[config.mk]
export PLATFORM = sky130hd
export DESIGN_NAME = config_bitstream_loader
export DESIGN_NICKNAME = d
export VERILOG_FILES = /design/src/rtl/config_bitstream_loader.sv
export SDC_FILE = /design/constraint.sdc
export NUM_CORES = 1
export LEC_CHECK = 0
export ABC_AREA = 0
export BUFFER_PORTS_ARGS = -buffer_cell sky130_fd_sc_hd__buf_2
export CAP_MARGIN = 20
export CORE_ASPECT_RATIO = 1.2
export CORE_MARGIN = 2
export CORE_UTILIZATION = 50
export CTS_CLUSTER_DIAMETER = 40
export DETAILED_ROUTE_END_ITERATION = 6
export PLACE_DENSITY_LB_ADDON = 0.05
export SLEW_MARGIN = 20
export SYNTH_ARGS = -nofsm -noshare
export SYNTH_HDL_FRONTEND = slang
export SYNTH_SLANG_ARGS = --single-unit
[constraint.sdc]
create_clock -name clk -period 2.05 [get_ports clk]
set_clock_uncertainty 0.15 [all_clocks]
set_input_delay 0.41 -clock clk [delete_from_list [all_inputs] [get_ports clk]]
set_output_delay 0.41 -clock clk [all_outputs]
set_load 0.02 [all_outputs]
[src/rtl/config_bitstream_loader.sv]
// Tile configuration bus transmitter: parses a header-checked frame of address/data
// word pairs from a valid/ready stream and broadcasts them as one-cycle config writes.
module config_bitstream_loader #(
  parameter logic [15:0] MAGIC     = 16'hC0DE,
  parameter int unsigned WRITE_GAP = 1
) (
  input  logic        clk,
  input  logic        reset,
  input  logic        start,
  input  logic [31:0] bs_data,
  input  logic        bs_valid,
  output logic        bs_ready,
  output logic [31:0] config_addr,
  output logic [31:0] config_data,
  output logic        config_write,
  output logic        busy,
  output logic        done,
  output logic        error,
  output logic [15:0] words_written,
  output logic [2:0]  dbg_state
);

  // Handshake: a word moves only on a rising edge where bs_valid && bs_ready;
  // bs_ready is decoded from the registered state and never looks at bs_valid.
  typedef enum logic [2:0] {
    S_IDLE   = 3'd0,
    S_HEADER = 3'd1,
    S_ADDR   = 3'd2,
    S_DATA   = 3'd3,
    S_WRITE  = 3'd4,
    S_GAP    = 3'd5,
    S_DONE   = 3'd6,
    S_ERROR  = 3'd7
  } state_t;

  localparam bit          HAS_GAP  = (WRITE_GAP != 0);
  localparam logic [15:0] GAP_LOAD = HAS_GAP ? 16'(WRITE_GAP - 1) : 16'd0;

  state_t      state, state_next;
  logic [15:0] remaining;
  logic [15:0] gap_cnt;
  logic [31:0] addr_hold;
  logic        magic_ok;

  assign magic_ok  = (bs_data[31:16] == MAGIC);
  assign dbg_state = state;

  always_ff @(posedge clk or negedge reset) begin
    if (!reset) state <= S_IDLE;
    else        state <= state_next;
  end

  always_comb begin
    state_next   = state;
    bs_ready     = 1'b0;
    config_write = 1'b0;
    busy         = 1'b0;
    done         = 1'b0;
    error        = 1'b0;
    unique case (state)
      S_IDLE: if (start) state_next = S_HEADER;
      S_HEADER: begin
        bs_ready = 1'b1;
        busy     = 1'b1;
        if (bs_valid) begin
          if (!magic_ok)                  state_next = S_ERROR;
          else if (bs_data[15:0] == 16'd0) state_next = S_DONE;
          else                             state_next = S_ADDR;
        end
      end
      S_ADDR: begin
        bs_ready = 1'b1;
        busy     = 1'b1;
        if (bs_valid) state_next = S_DATA;
      end
      S_DATA: begin
        bs_ready = 1'b1;
        busy     = 1'b1;
        if (bs_valid) state_next = S_WRITE;
      end
      S_WRITE: begin
        config_write = 1'b1;
        busy         = 1'b1;
        // remaining still holds the pre-decrement count here
        if (HAS_GAP)                 state_next = S_GAP;
        else if (remaining != 16'd1) state_next = S_ADDR;
        else                         state_next = S_DONE;
      end
      S_GAP: begin
        busy = 1'b1;
        if (gap_cnt == 16'd0) state_next = (remaining != 16'd0) ? S_ADDR : S_DONE;
      end
      S_DONE: begin
        busy       = 1'b1;
        done       = 1'b1;
        state_next = S_IDLE;
      end
      S_ERROR: begin
        error = 1'b1;
        if (start) state_next = S_HEADER;
      end
      default: state_next = S_IDLE;
    endcase
  end

  always_ff @(posedge clk or negedge reset) begin
    if (!reset) begin
      remaining     <= 16'd0;
      gap_cnt       <= 16'd0;
      addr_hold     <= 32'd0;
      config_addr   <= 32'd0;
      config_data   <= 32'd0;
      words_written <= 16'd0;
    end else begin
      unique case (state)
        S_IDLE, S_ERROR: if (start) words_written <= 16'd0;
        S_HEADER: if (bs_valid && magic_ok) remaining <= bs_data[15:0];
        S_ADDR:   if (bs_valid) addr_hold <= bs_data;
        S_DATA: begin
          if (bs_valid) begin
            config_addr <= addr_hold;
            config_data <= bs_data;
          end
        end
        S_WRITE: begin
          words_written <= words_written + 16'd1;
          remaining     <= remaining - 16'd1;
          gap_cnt       <= GAP_LOAD;
        end
        S_GAP: if (gap_cnt != 16'd0) gap_cnt <= gap_cnt - 16'd1;
        default: ;
      endcase
    end
  end

endmodule

# Word-level counts from Yosys, hierarchy flattened
# Cells that the tools add are included.
# totals
ff_bits	147
input_bits	36
output_inout_bits	88
elab_cells	63
# classes
add_sub_neg	3
n_eq_ne	15
n_mux	20
reduce_logical	18
# ops
op	count
$pmux W16 S2	3
$mux W16	3
$logic_not A16 Y1	2
$reduce_bool A16 Y1	2
$sub A16 B1 Y16 const B	2
$mux W3	8
$pmux W3 S7	1
$add A16 B1 Y16 const B	1
$eq A16 B16 Y1 const B	1
$eq A3 B3 Y1 const B	4
$ne A2 B2 Y1 const B	6
$reduce_and A2 Y1	5
$eq A3 B2 Y1 const B	2
$reduce_bool A2 Y1	3
$reduce_or A6 Y1	1
$mux W1	5
$reduce_and A5 Y1	1
$eq A3 B1 Y1 const B	1
$logic_not A3 Y1	1
$reduce_or A3 Y1	1
$ne A2 B1 Y1 const B	1
$reduce_or A2 Y1	1
$logic_and A1 B1 Y1	1

# Longest topological paths before layout
# logic_depth
ltp_word	5
depth_mapped	8
mapped_depth_nobuf	7

# Least setup slack after synthesis
# Ideal clock, no wire load.
# synth_path
path_type	reg-to-output
from	register state[0] (netlist: dbg_state[0])
to	output config_write
t_arrival_ns	1.737
required_ns	1.490
slack_ns	-0.247
path_stages_with_launch	7
path_buffers	4
cell_sequence	dfrtp_1 > buf_2 > or3b_1 > buf_2 > clkinv_2 > clkbuf_1 > buf_2
# synth_between
elab_chain_len	2
# synth_rtl
item	line_no	text
start: declaration	39	state_t state, state_next;
start signal: assignment	50	else state <= state_next;
$eq A3 B3 Y1	60	unique case (state)
$mux W1	60	
end: declaration	15	output logic config_write,
# Every way passes these cells.

# Worst setup path in the final report
# layout_path
from	register remaining[1]
to	register remaining[14]
# layout_between
elab_chain_len	2
# layout_rtl
item	line_no	text
start: declaration	40	logic [15:0] remaining;
start signal: assignment	117	S_HEADER: if (bs_valid && magic_ok) remaining <= bs_data[15:0];
start signal: assignment	127	remaining <= remaining - 16'd1;
$sub A16 B1 Y16	127	
$pmux W16 S2	115	unique case (state)
# Every way passes these cells.
# A chain may end at the register's enable or synchronous reset.

==> summary.txt <==
Status
  – Status: complete, but fails checks
  – Failing checks: setup timing

Clock network
  – CTS tree: done
  – CTS buffer count: 17
  – Sink Count: 147
  – Clk Latency, worst-skew pair: 0.41 ns
  – Clk slew on worst S/H paths: 0.06 ns
  – Clock root cell: clkbuf_16
  – Clock Path Buffers: 2
  – CTS H-tree depth: 4

Placed design
  – Routability cong.: 0.871
  – Port Buf Inserts: 123
  – Dpl cells: 856
  – Post-DP HPWL: 11.4 mm
  – Post-Place Cell Area: 7760 sq um

Timing
  – Fin. Hold Viols: 0
  – Slew @ Worst Pin: 0.442 ns
  – Final Max Slew Viols: 0
  – Setup TNS: -0.177 ns
  – Final WS setup: -0.0904 ns
  – Period utilization: 104%
  – Worst hold slack: 0.107 ns
  – Slew margin rel.: 70.2%
  – Unrepaired setup endpoints after global routing: yes
  – Crit path time final: 2.14 ns
  – Setup Viol. Count Final: 3
  – Max Fclk: 467 MHz

Critical path
  – Critical path endpoint category: flip-flop
  – Critical Path, Cell by Cell: inv_2 > ha_4 > or3b_4 > or4_4 > a21o_1 > a221o_1
  – Slowest CP cell: or4_4
  – Worst r2r src: remaining[1]
  – CP Max Fanout: 3
  – Crit path arrival time: 2.28 ns
  – Worst path required time: 2.19 ns
  – Critical path startpoint: remaining[1]
  – R2r setup slk: -0.09 ns
  – Critical Path Start Type: flip-flop
  – Slowest stage delay, CP: 0.42 ns
  – Worst Setup Path Type: reg2reg

GRT
  – Total gr overflow: 0
  – Total GRT Usage: 24.1%
  – Initial antenna violation count: 0
  – First-pass GRT wire length: 26.1 mm
  – Largest net degree at the start of global routing: 65
  – Vias in the first global route: 5135

Power and ir drop
  – Internal: 8.48 mW
  – LEAKAGE: 4.07 nW
  – Net switching power: 4.84 mW
  – Sw Share: 36.3%
  – PwrDens: 1550 nW/um^2
  – Clock Power Share: 24.1%
  – VDD IR-drop max: 0.870 mV
  – Flop pwr share: 35.5%
  – Comb pwr share: 40.3%

Finish
  – Number of diodes: 0
  – Core Util, Final: 67.6%
  – Layout area overhead: 31.8%
  – Layout cells sized above 1: 48.3%
  – Seq. cell area: 3680 sq um
  – Final #Nets: 758
  – Finished Layout Cells: 895
  – Fill count: 1020
  – Final Cell Area: 8600 sq um
  – Multi-input logic area: 2850 sq um

Drt
  – Initial DRC Count: 294
  – WL/cell: 18.0 um
  – Via/cell ratio: 5.54
  – # DRC: 0
  – Final WL: 16.1 mm
  – First-pass DRT Iterations: 5
  – Routed Antenna Nets: 0
  – Via count: 4960

Floorplan
  – Row Count: 45
  – Initial Utilization: 51.3%
  – Die width: 108 um
  – Core area: 12700 sq um
  – Die Span Y: 129 um
  – Die Area: 14000 sq um
  – I/O Pins: 124

Logic synthesis
  – Largest family of logic cells by synthesized area: multiplexers
  – Post-synth cell types: 67
  – Avg Cell Area, Syn: 12.2 sq um
  – Post-synthesis xor/xnor area fraction: 1.07%
  – Multiplexer share of the synthesized area: 17.8%
  – Synthesized flop and latch total: 147
  – Sequential area share after synthesis: 56.4%
  – Number of flops mapped to enable cells by yosys: 0
  – Asr flop ratio synth: 100%
  – Synth Net Count: 575
  – Syn. warnings: 0
  – Cell Area, Synth: 6530 sq um
  – Post-Synthesis Cells: 536
  – Synth Area in Compound Gates: 8.61%
  – Main synth FF type: dfrtp_1
  – Synth Area in Simple Gates: 13.4%
  – Adder-cell area share of the yosys netlist: 0.575%

Flow run
  – Max-cap viol count: 0

Min path
  – Hold Startpoint: bs_data[24]
  – Hold Crit Class: in2reg
## cell usage in the layout (no fill, tap or decap), types with 9 or more instances in the layout
master / instances
dfrtp_1: 146
buf_2: 119
mux2_2: 96
buf_4: 54
nand2_1: 38
nor2_1: 32
o21ai_0: 21
clkbuf_16: 17
a21oi_1: 13
nand3_1: 10
nor3_1: 9
## repair_timing
action | 4_1_cts | 5_1_grt
resized for setup | 13 | 27
hold endpoints to repair | 31 | 0
pin swaps | 3 | 7
setup buffers | 3 | 4
endpoints found under the setup margin | 7 | 24
hold buffers | 1 | 0
## synthesized netlist by cell type, drive strengths merged, types with 3 or more instances
cell	n	area (sq um)
xnor2	4	35.0
a21oi	13	65.1
nand3	10	50.1
o31ai	6	45.0
a31oi	5	31.3
or3	3	18.8
or3b	3	26.3
clkbuf	10	37.5
mux2i	8	80.1
or2	3	18.8
nand2b	5	31.3
nor2b	4	25.0
inv	8	30.0
nand2	41	159
nor2	35	131
xor2	4	35.0
o21ai	24	120
nand4	8	56.3
dfrtp	147	3680
o211ai	8	60.1
nor3	12	60.1
ha	3	37.5
buf	13	73.8
and3	5	31.3
or4	3	26.3
mux2	96	1080
and2	5	32.5
a221o	4	40.0
nor4	11	105
## logic make-up after synthesis
group | after synthesis
buffers and inverters | 32
and+or+nand+nor | 159
muxes | 104
DFF | 147
adders and majority gates | 3
xor gates and xnor gates | 8
AOI/OAI and AO/OA | 83
## worst paths after layout
check                                     to  depth (start not counted)
max                            remaining[14]                          6
min                          config_data[24]                          2
max reg2reg                    remaining[14]                          6
min reg2reg                words_written[15]                          1
max in group asynchronous         gap_cnt[8]                          3
min in group asynchronous    config_addr[17]                          2
## per-stage QoR
step | power, mW | setup slack (ns)
floorplan | 7.83 | -0.0715
global placement | 9.59 | -0.231
detailed placement | 9.77 | -0.277
CTS | 13.2 | -0.0940
global route | 14.1 | -0.119
finish | 13.3 | -0.0904
## layout make-up
cell class                      instances  area share [%]
Timing Repair Buffer                  187            14.1
Inverter                                9           0.451
Multi-Input combinational cell        357            33.1
Clock inverter                         13            2.02
Sequential cell                       147            42.8
Clock buffer                           18            5.10
Tap cell                              164            2.38
## power groups by stage
stage          Clock (mW)  Sequential, mW  Combinational (mW)
2_1_floorplan           0            5.51                2.32
3_3_place_gp            0            4.65                4.94
3_5_place_dp            0            4.74                5.03
4_1_cts              3.27            4.72                5.18
5_1_grt              3.40            4.89                5.80
6_report             3.21            4.73                5.37
## per-layer routing
| layer | up-vias | global-route usage (%) | wire, um |
|---|---|---|---|
| li1 | 2328 | - | - |
| met1 | 2494 | 30.7 | 6830 |
| met2 | 123 | 41.6 | 8360 |
| met3 | 15 | 4.98 | 733 |
| met4 | 0 | 7.62 | 188 |
| met5 | - | 0 | 0 |
## critical path: cells and delay by family (launching register included)
| family | cells | cell delay (ns) |
|---|---|---|
| compound gates | 2 | 0.45 |
| simple gates | 2 | 0.80 |
| fa+ha+maj | 1 | 0.13 |
| buf+inv | 1 | 0.09 |
| flops | 1 | 0.40 |
## state kept, by name, indices dropped and copies added (netlist names)
register       cells
gap_cnt           16
addr_hold         32
config_addr       32
config_data       32
remaining         16
dbg_state          3
words_written     16
(Power assumes the default switching activity.)
